`src/rtl/ex_mem_branch_stage.sv`:
```
// ex_mem_branch_stage: EX/MEM register with branch resolution, one-shot redirect/flush, wrong-path squash and branch counters
module ex_mem_branch_stage #(
  parameter int XLEN  = 32,
  parameter int CNT_W = 32
) (
  input  logic             clk,
  input  logic             rst,
  input  logic             ex_valid,
  input  logic [XLEN-1:0]  ex_alu_r,
  input  logic             ex_cf,
  input  logic             ex_zf,
  input  logic             ex_vf,
  input  logic             ex_sf,
  input  logic             ex_branch,
  input  logic             ex_jump,
  input  logic [2:0]       ex_funct3,
  input  logic [XLEN-1:0]  ex_target,
  input  logic [XLEN-1:0]  ex_pc_plus4,
  input  logic [XLEN-1:0]  ex_rs2_data,
  input  logic [4:0]       ex_rd,
  input  logic             ex_reg_write,
  input  logic             ex_mem_read,
  input  logic             ex_mem_write,
  input  logic             stall,
  output logic             mem_valid,
  output logic [XLEN-1:0]  mem_alu_r,
  output logic [XLEN-1:0]  mem_store_data,
  output logic [4:0]       mem_rd,
  output logic [2:0]       mem_funct3,
  output logic             mem_reg_write,
  output logic             mem_mem_read,
  output logic             mem_mem_write,
  output logic             redirect,
  output logic [XLEN-1:0]  redirect_pc,
  output logic             flush,
  output logic [CNT_W-1:0] br_taken_cnt,
  output logic [CNT_W-1:0] br_ntaken_cnt
);
  logic             valid_q, rw_q, mr_q, mw_q, taken_q, fired_q, fired_d;
  logic [XLEN-1:0]  alu_q, sd_q, tgt_q;
  logic [4:0]       rd_q;
  logic [2:0]       f3_q;
  logic [CNT_W-1:0] tcnt_q, ncnt_q;
  logic             cond, taken, live;
  always_comb begin
    cond = ex_funct3 == 3'b000 ? ex_zf :
           ex_funct3 == 3'b001 ? ~ex_zf :
           ex_funct3 == 3'b100 ? ex_sf ^ ex_vf :
           ex_funct3 == 3'b101 ? ~(ex_sf ^ ex_vf) :
           ex_funct3 == 3'b110 ? ~ex_cf :
           ex_funct3 == 3'b111 ? ex_cf : 1'b0;
    taken = ex_jump | (ex_branch & cond);
    redirect = valid_q & taken_q & ~fired_q;
    flush = redirect;
    // the instruction sitting in EX while we redirect is wrong-path
    live = ex_valid & ~redirect;
    // fired survives a stall so a held branch pulses once, and clears when MEM reloads
    fired_d = stall ? (fired_q | redirect) : 1'b0;
  end
  always_ff @(posedge clk) begin
    if (rst) begin
      valid_q <= 1'b0;
      alu_q   <= '0;
      sd_q    <= '0;
      tgt_q   <= '0;
      rd_q    <= '0;
      f3_q    <= '0;
      rw_q    <= 1'b0;
      mr_q    <= 1'b0;
      mw_q    <= 1'b0;
      taken_q <= 1'b0;
      fired_q <= 1'b0;
      tcnt_q  <= '0;
      ncnt_q  <= '0;
    end else begin
      fired_q <= fired_d;
      if (!stall) begin
        valid_q <= live;
        alu_q   <= ex_jump ? ex_pc_plus4 : ex_alu_r;
        sd_q    <= ex_rs2_data;
        tgt_q   <= ex_target;
        rd_q    <= ex_rd;
        f3_q    <= ex_funct3;
        rw_q    <= live & ex_reg_write;
        mr_q    <= live & ex_mem_read;
        mw_q    <= live & ex_mem_write;
        taken_q <= taken;
        if (live & ex_branch & taken) tcnt_q <= tcnt_q + 1'b1;
        if (live & ex_branch & ~taken) ncnt_q <= ncnt_q + 1'b1;
      end
    end
  end
  assign mem_valid      = valid_q;
  assign mem_alu_r      = alu_q;
  assign mem_store_data = sd_q;
  assign mem_rd         = rd_q;
  assign mem_funct3     = f3_q;
  assign mem_reg_write  = rw_q;
  assign mem_mem_read   = mr_q;
  assign mem_mem_write  = mw_q;
  assign redirect_pc    = tgt_q;
  assign br_taken_cnt   = tcnt_q;
  assign br_ntaken_cnt  = ncnt_q;
endmodule

```
`config.mk`:
```
export PLATFORM = sky130hd
export DESIGN_NAME = ex_mem_branch_stage
export DESIGN_NICKNAME = d
export VERILOG_FILES = /design/src/rtl/ex_mem_branch_stage.sv
export SDC_FILE = /design/constraint.sdc
export NUM_CORES = 1
export LEC_CHECK = 0
export CORE_MARGIN = 1.5
export CORE_UTILIZATION = 39
export CTS_CLUSTER_DIAMETER = 50
export DETAILED_ROUTE_END_ITERATION = 7
export PLACE_DENSITY = 0.73
export SYNTH_ARGS = -nofsm -noshare
export SYNTH_HDL_FRONTEND = slang
export SYNTH_SLANG_ARGS = --single-unit
```
`constraint.sdc`:
```
create_clock -name clk -period 1.97 [get_ports clk]
set_input_delay 0.2955 -clock clk [delete_from_list [all_inputs] [get_ports clk]]
set_output_delay 0.2955 -clock clk [all_outputs]
set_load 0.05 [all_outputs]
```
==> metrics.yaml <==
tightest_slew_ns: 0.840
fmaxAchievable_ghz: 0.506
hp-class: "in2reg"
crit_path_top_delay_cell: "or4_4"
critPathMaxFanout: 7
path_clk_slew_ns: 0.07
coreArea_sq_um: 19300
max_cap_violations: 0
grt_pass1_vias: 7214
cp_slowest_stage_delay_ns: 0.49
dieWidth_um: 143
yosysWarnings: 0
synth_area_per_cell_sq_um: 8.96
htree_num_levels: 4
die-area_sq_um: 20500
ys_seq_elements: 174
ys_seq_area_share_pct: 45.5
clk_path_buf_depth: 2
reg2reg_from: "mem_valid"
clock_sinks: 174
reg2reg_to: "br_taken_cnt[16]"
seq_area_sq_um: 3580
portBuffers: 322
path_buf_inv: 0
crit_family: "simple AND/OR/NAND/NOR gates"
fill_cells: 1584
placed_cell_area_sq_um: 11700
crit_type: "reg2reg"
vias_per_cell: 5.28
start_kind: "flip-flop"
wl_um: 25900
setup_violations: 1
synth_flop_cell: "dfxtp_1"
area_delta_synth_final_pct: 64.4
synth_nets: 1006
whs_ns: 0.232
fin_crit_sh_pct: 100
cellLeakagePower_nw: 5.19
slew_viol_final: 0
worstPathArrival_ns: 2.33
grt_max_degree: 139
drive_gt1_share_pct: 18.4
rr_worst_depth: 5
status: "finished with violations"
grt_use_total_pct: 23.9
place_ws_ns: -0.565
clk_latency_ns: 0.42
remaining_drc_errors: 0
initial_core_util_pct: 39.6
hold_start: "rst"
cts_tree: "done"
holdPathStages: 3
r2r_slack_ns: -0.007
synth_enable_flop_cells: 0
synth_cells: 855
cts_hold_buf: 0
place_congestion: 0.809
drt-pass1-iter-count: 5
cts_made_buffers: 17
nets: 1367
io_pins: 323
end_kind: "flip-flop"
overflow: 0
peakVddDrop_mv: 0.537
skew_ns: 0.0119
antennaDiodeCount: 0
rsz0062_at_grt: "yes"
synth.distinct_cells: 52
powerDensity_nw_per_um2: 685
rows: 51
cp.required_ns: 2.32
finalSetupTns_ns: -0.00675
path_cells: "and3b_2, or4_4, or2_4, or4_1, a21oi_1"
grt_pass1_wl_um: 38100
clockRootBuffer: "clkbuf_16"
netlist_area_sq_um: 7660
die_h_um: 143
finalInstanceArea_sq_um: 12600
async_flop_share_pct: 0
hpwl_um: 17800
wire_per_inst_um: 17.3
violations: "setup timing"
drtAntennaViolNets: 0
multi_input_area_sq_um: 4070
worst_slack_ns: -0.00675
num_vias: 7883
finalHoldViolations: 0
holdPathEnd: "mem_valid"
max_slew_margin_pct: 44.0
antenna_found_initial: 0
fin_crit_ns: 1.98
drtIter0Drc: 446
## layer usage
metal | routed length [um] | part of all wire [%] | GRT usage, % | vias to the layer above
li1 | - | - | - | 3863
met1 | 10200 | 40 | 28.5 | 3695
met2 | 13100 | 51 | 40.8 | 285
met3 | 1920 | 7.4 | 6.57 | 40
met4 | 573 | 2.2 | 9.01 | 0
met5 | 0 | 0 | 0 | -
## placed cells by master (no fill, tap or decap), types with 21 or more instances in the layout
| cell type | synthesis | final |
|---|---|---|
| clkdlybuf4s50_1 | 0 | 263 |
| nor2_1 | 154 | 153 |
| dfxtp_1 | 174 | 130 |
| mux2i_1 | 105 | 105 |
| a21oi_1 | 90 | 86 |
| buf_4 | 1 | 83 |
| o31ai_1 | 41 | 39 |
| or4_1 | 40 | 37 |
| nand4_1 | 29 | 29 |
| dfxtp_2 | 0 | 26 |
| nand3_1 | 22 | 22 |
| dlygate4sd2_1 | 0 | 21 |
## power by group
part / switching (mW) / internal, mW / leakage [nW]
logic: 0.988 / 0.760 / 3.47
registers: 0.0705 / 3.63 / 1.45
clock network: 1.50 / 1.68 / 0.268
total: 2.56 / 6.06 / 5.19
## state kept, by name, summed over array words and instances, names as in the netlist
signal          count
br_ntaken_cnt      32
br_taken_cnt       32
mem_alu_r          32
mem_store_data     32
redirect_pc        32
mem_rd              5
mem_funct3          3
fired_q             1
mem_mem_read        1
mem_mem_write       1
mem_reg_write       1
mem_valid           1
taken_q             1
## Yosys cell counts (all sizes together), types with 2 or more instances
master	number	area [sq um]
mux2i	105	1050
nand3	22	110
clkbuf	48	180
and3	7	43.8
nand2	20	75.1
o31ai	41	308
o41ai	5	43.8
ha	2	25.0
nand3b	2	15.0
a211oi	2	20.0
nor2	155	584
nor4	7	58.8
nand4	30	194
or2	2	15.0
mux2	7	78.8
inv	6	22.5
dfxtp	174	3480
buf	18	90.1
a22o	4	35.0
or4	42	320
and2	5	31.3
o21ai	11	55.1
nor4b	2	17.5
or3	11	71.3
or4b	4	40.0
nor3	7	35.0
nor2b	9	56.3
a21oi	90	450
and4	5	43.8
## tightest hold or removal path, delay by kind of cell
kind	cells	cell delay [ns]
buf+inv	1	0.09
compound gates	1	0.15
simple gates	1	0.07
## cell type report
class | instances | share of cell area, %
Clock buffer | 19 | 3.52
Clock inverter | 13 | 0.844
Inverter | 6 | 0.179
Multi-Input combinational cell | 610 | 32.3
Sequential cell | 174 | 28.4
Tap cell | 265 | 2.63
Timing Repair Buffer | 407 | 32.0
## kinds of logic after synthesis
| kind of cell | after synthesis | share of synthesized area (%) |
|---|---|---|
| AND/OR/NAND/NOR | 333 | 22.7 |
| multiplexers | 112 | 14.7 |
| XOR/XNOR | 1 | 0.114 |
| adder cells (fa/ha/maj) | 2 | 0.327 |
| buffers and inverters | 72 | 3.82 |
| flip-flops | 174 | 45.5 |
| AO/OA/AOI/OAI | 161 | 12.8 |
## timing repair
item / in CTS / in global routing
pin swaps: 14 / 14
setup buffers: 0 / 9
gates cloned: 2 / 6
setup endpoints to repair: 69 / 69
gates resized for setup: 34 / 46
endpoints found under the hold margin: 0 / 0
## how the worst max path moves through the flow
stage / slack [ns] / end / depth (start not counted) / from
after CTS: -0.02 / br_taken_cnt[11] / 5 / br_taken_cnt[5]
after global routing: -0.1 / br_taken_cnt[24] / 6 / br_taken_cnt[14]
after floorplan: -0.11 / br_taken_cnt[12] / 7 / mem_valid
after detailed placement: -0.57 / br_ntaken_cnt[23] / 7 / ex_funct3[0]
final: -0.007 / br_taken_cnt[16] / 5 / mem_valid
after global placement: -0.51 / br_ntaken_cnt[4] / 7 / ex_funct3[0]
## per-stage QoR
step           instances  util [%]  power [mW]
2_1_floorplan        855         -        4.68
3_3_place_gp        1445      60.3        5.41
3_5_place_dp        1445      60.3        5.43
4_1_cts             1479      63.5        8.60
5_1_grt             1494      65.1        8.93
6_report            1494      65.1        8.63
Power figures use the tool's default switching activity.
